File: config.mk
export PLATFORM = sky130hd
export DESIGN_NAME = timing_sequencer
export DESIGN_NICKNAME = d
export VERILOG_FILES = /design/src/rtl/mano_pkg.sv /design/src/rtl/decoder_3to8.sv /design/src/rtl/timing_sequencer.sv
export SDC_FILE = /design/constraint.sdc
export NUM_CORES = 1
export LEC_CHECK = 0
export BUFFER_PORTS_ARGS = -buffer_cell sky130_fd_sc_hd__buf_2
export CORE_MARGIN = 4
export CORE_UTILIZATION = 28
export DETAILED_ROUTE_END_ITERATION = 10
export PLACE_DENSITY = 0.54
export SYNTH_ARGS = -nofsm -noshare
export SYNTH_HDL_FRONTEND = slang
export SYNTH_HIERARCHICAL = 1
export SYNTH_SLANG_ARGS = --single-unit
File: constraint.sdc
create_clock -name clk -period 3.95 [get_ports clk]
set_clock_uncertainty 0.1 [all_clocks]
set_input_delay 0.1975 -clock clk [delete_from_list [all_inputs] [get_ports clk]]
set_output_delay 0.1975 -clock clk [all_outputs]
set_load 0.01 [all_outputs]
File: src/rtl/mano_pkg.sv
// Shared constants for the basic-computer control path: instruction field
// positions, timing-state indices and the 3-to-8 one-hot helper.
package mano_pkg;

    localparam int WORD_W  = 16;
    localparam int OPC_HI  = 14;
    localparam int OPC_LO  = 12;
    localparam int IND_BIT = 15;

    localparam logic [2:0] T0 = 3'd0;
    localparam logic [2:0] T1 = 3'd1;
    localparam logic [2:0] T2 = 3'd2;
    localparam logic [2:0] T3 = 3'd3;
    localparam logic [2:0] T4 = 3'd4;
    localparam logic [2:0] T5 = 3'd5;

    typedef enum logic {
        ST_IDLE = 1'b0,
        ST_RUN  = 1'b1
    } seq_state_e;

    function automatic logic [7:0] onehot3to8(input logic [2:0] sel);
        return 8'd1 << sel;
    endfunction

endpackage

File: src/rtl/decoder_3to8.sv
// Combinational 3-to-8 one-hot decoder, shared by the timing and opcode decode.
module decoder_3to8
    import mano_pkg::*;
(
    input  logic [2:0] sel,
    output logic [7:0] y
);

    assign y = onehot3to8(sel);

endmodule

File: src/rtl/timing_sequencer.sv
// Sequence counter and instruction-decode stage: one-hot T0..T5 timing,
// instruction register, registered opcode decode D and indirect bit J.
module timing_sequencer #(
    parameter int WORD_W   = mano_pkg::WORD_W,
    parameter int T_STATES = 6
) (
    input  logic                clk,
    input  logic                rst,
    input  logic                start,
    input  logic [WORD_W-1:0]   mem_data,
    input  logic                sc_clr,
    input  logic                halt,
    output logic [T_STATES-1:0] T,
    output logic [7:0]          D,
    output logic                J,
    output logic [WORD_W-1:0]   ir,
    output logic                running,
    output logic [15:0]         instr_count
);

    import mano_pkg::*;

    localparam logic [2:0] SC_LAST = 3'(T_STATES - 1);

    seq_state_e        state_q, state_d;
    logic [2:0]        sc_q, sc_d;
    logic              halt_pend_q, halt_pend_d;
    logic [15:0]       count_q, count_d;
    logic [WORD_W-1:0] ir_q;
    logic [7:0]        d_q;
    logic              j_q;
    logic              load_ir;

    logic [7:0]        t_full;
    logic [7:0]        d_next;
    logic              unused_t;

    decoder_3to8 u_t_dec (
        .sel (sc_q),
        .y   (t_full)
    );

    decoder_3to8 u_d_dec (
        .sel (mem_data[WORD_W-2:WORD_W-4]),
        .y   (d_next)
    );

    assign unused_t = ^t_full[7:T_STATES];

    always_comb begin
        state_d     = state_q;
        sc_d        = sc_q;
        halt_pend_d = halt_pend_q;
        count_d     = count_q;
        load_ir     = 1'b0;
        case (state_q)
            ST_IDLE: begin
                // halt arriving with start is dropped; sc_clr is meaningless here
                if (start) begin
                    state_d = ST_RUN;
                    sc_d    = T0;
                end
            end
            ST_RUN: begin
                load_ir = (sc_q == T1);
                // Boundary: honoured clear in T3..T5, or forced wrap out of the last state
                if ((sc_q >= T3 && sc_clr) || sc_q == SC_LAST) begin
                    count_d = count_q + 16'd1;
                    sc_d    = T0;
                    if (halt_pend_q || halt) begin
                        state_d     = ST_IDLE;
                        halt_pend_d = 1'b0;
                    end
                end else begin
                    sc_d = sc_q + 3'd1;
                    if (halt) begin
                        halt_pend_d = 1'b1;
                    end
                end
            end
            default: state_d = ST_IDLE;
        endcase
    end

    always_ff @(posedge clk or posedge rst) begin
        if (rst) begin
            state_q     <= ST_IDLE;
            sc_q        <= T0;
            halt_pend_q <= 1'b0;
            count_q     <= 16'd0;
            ir_q        <= '0;
            d_q         <= 8'd0;
            j_q         <= 1'b0;
        end else begin
            state_q     <= state_d;
            sc_q        <= sc_d;
            halt_pend_q <= halt_pend_d;
            count_q     <= count_d;
            if (load_ir) begin
                ir_q <= mem_data;
                d_q  <= d_next;
                j_q  <= mem_data[WORD_W-1];
            end
        end
    end

    assign running     = (state_q == ST_RUN);
    assign T           = running ? t_full[T_STATES-1:0] : '0;
    assign D           = d_q;
    assign J           = j_q;
    assign ir          = ir_q;
    assign instr_count = count_q;

endmodule

# == Word level (Yosys, flattened, before mapping) ==
# Index checks and enable logic that the tools add are counted.
# word_totals
ff_bits,46
romBits,0
ram_bits,0
output_inout_bits,48
latchBits,0
input_bits,21
elab_cells,35
mem_count,0
# classes
reduce_logical,6
n_eq_ne,4
n_shift,2
addsub,2
n_lt_le_gt_ge,1
div,0
n_bitwise,1
mul,0
mux,12
# ops
operator,count
$add 16x1->16 const B,1
$shl 1x3->8 const A,1
$mux 1,7
$mux 3,2
$mux 6,1
$pmux 3 s2,1
$shl 1x3->6 const A,1
$add 3x1->3 const B,1
$eq 3x1->1 const B,1
$eq 3x3->1 const B,1
$ge 3x2->1 const B,1
$reduce_and 3->1,1
$logic_or 1x1->1,2
$ne 2x1->1 const B,1
$ne 2x2->1 const B,1
$pmux 1 s2,1
$reduce_and 2->1,1
$reduce_bool 2->1,1
$logic_and 1x1->1,1
$not 1->1,1

# == Logic depth before layout (Yosys ltp) ==
# logic_depth
word_depth,5
ltp_mapped,7
mapped_depth_nobuf,6

# == By module ==
# The synthesis kept the hierarchy.
# modules_own_cells
module,instances,seq_area_each_um2,area_per_inst_um2,cells_each
timing_sequencer,1,1126.1,1921.8,143
decoder_3to8,2,0.0,65.1,8

# == Worst setup path after synthesis ==
# OpenSTA, ideal clock, no wires.
# synth_timing
path_type,register to register
startpoint,register sc_q[0]
endpoint,register count_q[4] (netlist: instr_count[4])
path_stages_with_launch,8
setup_ns,0.080
slack_ns,2.175
n_path_buf,1
arrival_time_ns,1.595
synth_period_minus_slack_ns,1.775
required_ns,3.770
path_cell_list,dfrtp_1 ha_1 ha_1 a211oi_2 nor3b_2 buf_4 nand4_1 xnor2_1
# synth_between
elab_chain_len,4
elab_cells_between_ends,5
classes_between,order compare (1); eq/ne (1); reduce/logical (3)
# synth_rtl
element,line,text
start: declaration,timing_sequencer.sv:26,"logic [2:0] sc_q, sc_d;"
start signal: assignment,timing_sequencer.sv:88,sc_q <= T0;
start signal: assignment,timing_sequencer.sv:96,sc_q <= sc_d;
$ge 3x2->1,timing_sequencer.sv:67,if ((sc_q >= T3 && sc_clr) || sc_q == SC_LAST) begin
$logic_and 1x1->1,timing_sequencer.sv:67,
$logic_or 1x1->1 *,timing_sequencer.sv:67,
$reduce_and 2->1 (no line) *,-,
end signal: assignment,timing_sequencer.sv:98,count_q <= count_d;
end: declaration,timing_sequencer.sv:28,"logic [15:0] count_q, count_d;"
# Every way passes the cells marked *; elsewhere a longest branch is shown, timed or not.
# A chain may end at the register's enable or synchronous reset.

# == Worst setup path in the final report ==
# layout_timing
startpoint,register sc_q[0]
endpoint,register count_q[1] (netlist: instr_count[1])
# Same word-level chain as after synthesis.

==> results.md <==
* CTS tree: yes
* Global placement routability congestion at 0.712
* Sw frac at 0.358
* RSZ-0062 raised after global routing: false
* Mapped Avg Cell Area at about 13 µm²
* Crit Path Category: reg2reg
* Global-route usage over all layers at 0.102
* Seq pwr share at 0.429
* Met2 GRT Util at 0.148
* Worst-path clk slew at 90 ps
* Fin nets at around 250
* Synth Cell Area at a little over 0.002 mm²
* Syn Inst Count at about 160
* Number of max-cap violations at 0
* Skew-Pair Late Insertion Delay at roughly 300 ps
* Total clock sinks at 45
* Met1 Use GR at 0.140
* Antenna violations before repair at 0
* H-Tree Depth at 2
* Detailed Route WL at ~4.3 mm
* Critical Path RT at 4040 ps
* Total Neg Setup Slack at 0 ps
* CTS root buffer: clkbuf_8
* Switching pwr at 625 µW
* Hold Path Class: in2async
* Final hold violation count at 0
* Die span in x at around 93 µm
* Core Area at just under 0.007 mm²
* VDD IR max at approximately 0.13 mV
* Register area at between 0.001 and 0.0015 mm²
* Startpoint Class: flip-flop
* Final ANT Viol Nets at 0
* Crit end category: flip-flop
* Final setup viols at 0
* Vias per cell at 4.36
* Status: finished clean
* Clock Path Buffers at 2
* Vias at between 1000 and 1500
* Mapped Nets at about 180
* Routed len/inst at about 13 µm
* Number of buffers created by CTS at 5
* CTS Hold Bufs at 0
* Final Max Tran Viols at 0
* Post-CTS sizing at 0
* Multi-input logic area at ~860 µm²
* Maximum fanout along the worst path at 11
* First-pass GRT wire length at 6.96 mm
* Post-DP Area at between 0.002 and 0.0025 mm²
* Measured slew at the worst slew-check pin at ~950 ps
* Starting DRT DRC Count at 41
* Full die area at 0.00869 mm²
* Setup bufs post-CTS at 0
* Clock network fraction of design power at 0.173
* Warnings, synthesis at 6
* M3 GR Usage at 0.0370
* Diodes inserted at 0
* Combinational share of power at 0.398
* # DRC at 0
* Data arrival, critical path at 2300 ps
* Slew HR at 0.363
* Leakage at 1.25 nW
* Largest net degree at the start of global routing at between 40 and 50
* Layer with the highest usage: met2
* Die H at between 90 and 100 µm
* Internal power at 1.12 mW
* Fin area at roughly 0.0026 mm²
* DRT Pass-1 Iters at 3
* Row count at 30
* Vias in the first global route at ~1400
* Initial core utilization at 0.293
* Total grt overflow at 0
* Synth-to-layout area growth at 25.4%
* FILL cells at 720
* Share of layout cells above drive strength 1 at 0.498
* Io pins at ~70
* Max Freq at around 450 MHz
* Pwr Total at roughly 1.7 mW
* Port Buf Inserts at 68
* Power Dens Cells at roughly 700 mW/mm²
* Min Tclk post-route at 2210 ps
* Post-DP HPWL at 3.03 mm
* Final Cycle Share at 0.559
## power by group through the flow
stage / registers (mW) / logic [mW] / clock network (mW)
global placement: 0.755 / 0.707 / 0
CTS: 0.753 / 0.717 / 0.322
detailed placement: 0.763 / 0.715 / 0
finish: 0.749 / 0.694 / 0.303
floorplan: 0.806 / 0.418 / 0
global route: 0.781 / 0.782 / 0.336
## critical path, cell delays in order, from the launching register on
cell and delay [ps]:
dfrtp_1 520, ha_1 200, ha_1 160, a211oi_2 60
nor3b_2 650, mux2_2 410
## layout make-up
class / count / share of cell area
Tap cell: 96 / 0.0471
Multi-Input combinational cell: 103 / 0.336
Clock inverter: 2 / 0.00539
Sequential cell: 45 / 0.441
Clock buffer: 6 / 0.0324
Timing Repair Buffer: 68 / 0.133
Inverter: 3 / 0.00441
## state kept, by name, summed over array words and instances (netlist names)
register and cells:
running 1, D 8, ir 16, halt_pend_q 1
instr_count 16, sc_q 3
## cell usage in the layout, fill, tap and decap left out, types with 4 or more instances in the layout
| master | n |
|---|---|
| nand3_1 | 7 |
| and3b_2 | 5 |
| and3_1 | 4 |
| dfrtp_1 | 45 |
| mux2_2 | 25 |
| and2_1 | 6 |
| nand4_1 | 6 |
| ha_1 | 4 |
| xnor2_1 | 14 |
| nor3b_1 | 6 |
| buf_2 | 68 |
| clkbuf_8 | 6 |
## through the flow
stage	std cells	hold slack [ps]	utilization	setup slack (ps)
after floorplan	157	196	-	2190
after global placement	315	329	0.354	1780
after detailed placement	315	333	0.354	1730
after CTS	323	3.28	0.367	1710
after global routing	323	17.5	0.367	1530
final	323	13.1	0.367	1740
## path summary, 6_finish.rpt
path / from / endpoint / slack [ps] / depth (start not counted)
min reg2reg: instr_count[15]$_DFFE_PP0P_ / instr_count[15]$_DFFE_PP0P_ / 380 / 1
min in group clk: start / sc_q[2]$_DFFE_PP0P_ / 10 / 2
min: rst / ir[2]$_DFFE_PP0P_ / 10 / 2
max in group asynchronous: rst / ir[8]$_DFFE_PP0P_ / 3150 / 2
max reg2reg: sc_q[0]$_DFFE_PP0P_ / instr_count[1]$_DFFE_PP0P_ / 1740 / 5
max: sc_q[0]$_DFFE_PP0P_ / instr_count[1]$_DFFE_PP0P_ / 1740 / 5
## metal layers
metal | routed length (µm) | vias to the layer above
met3 | 342 | 7
met4 | 68 | 0
met5 | 0 | -
met2 | 1890 | 46
met1 | 1980 | 659
li1 | - | 695
Note: power is estimated with default switching activity, not from simulation.
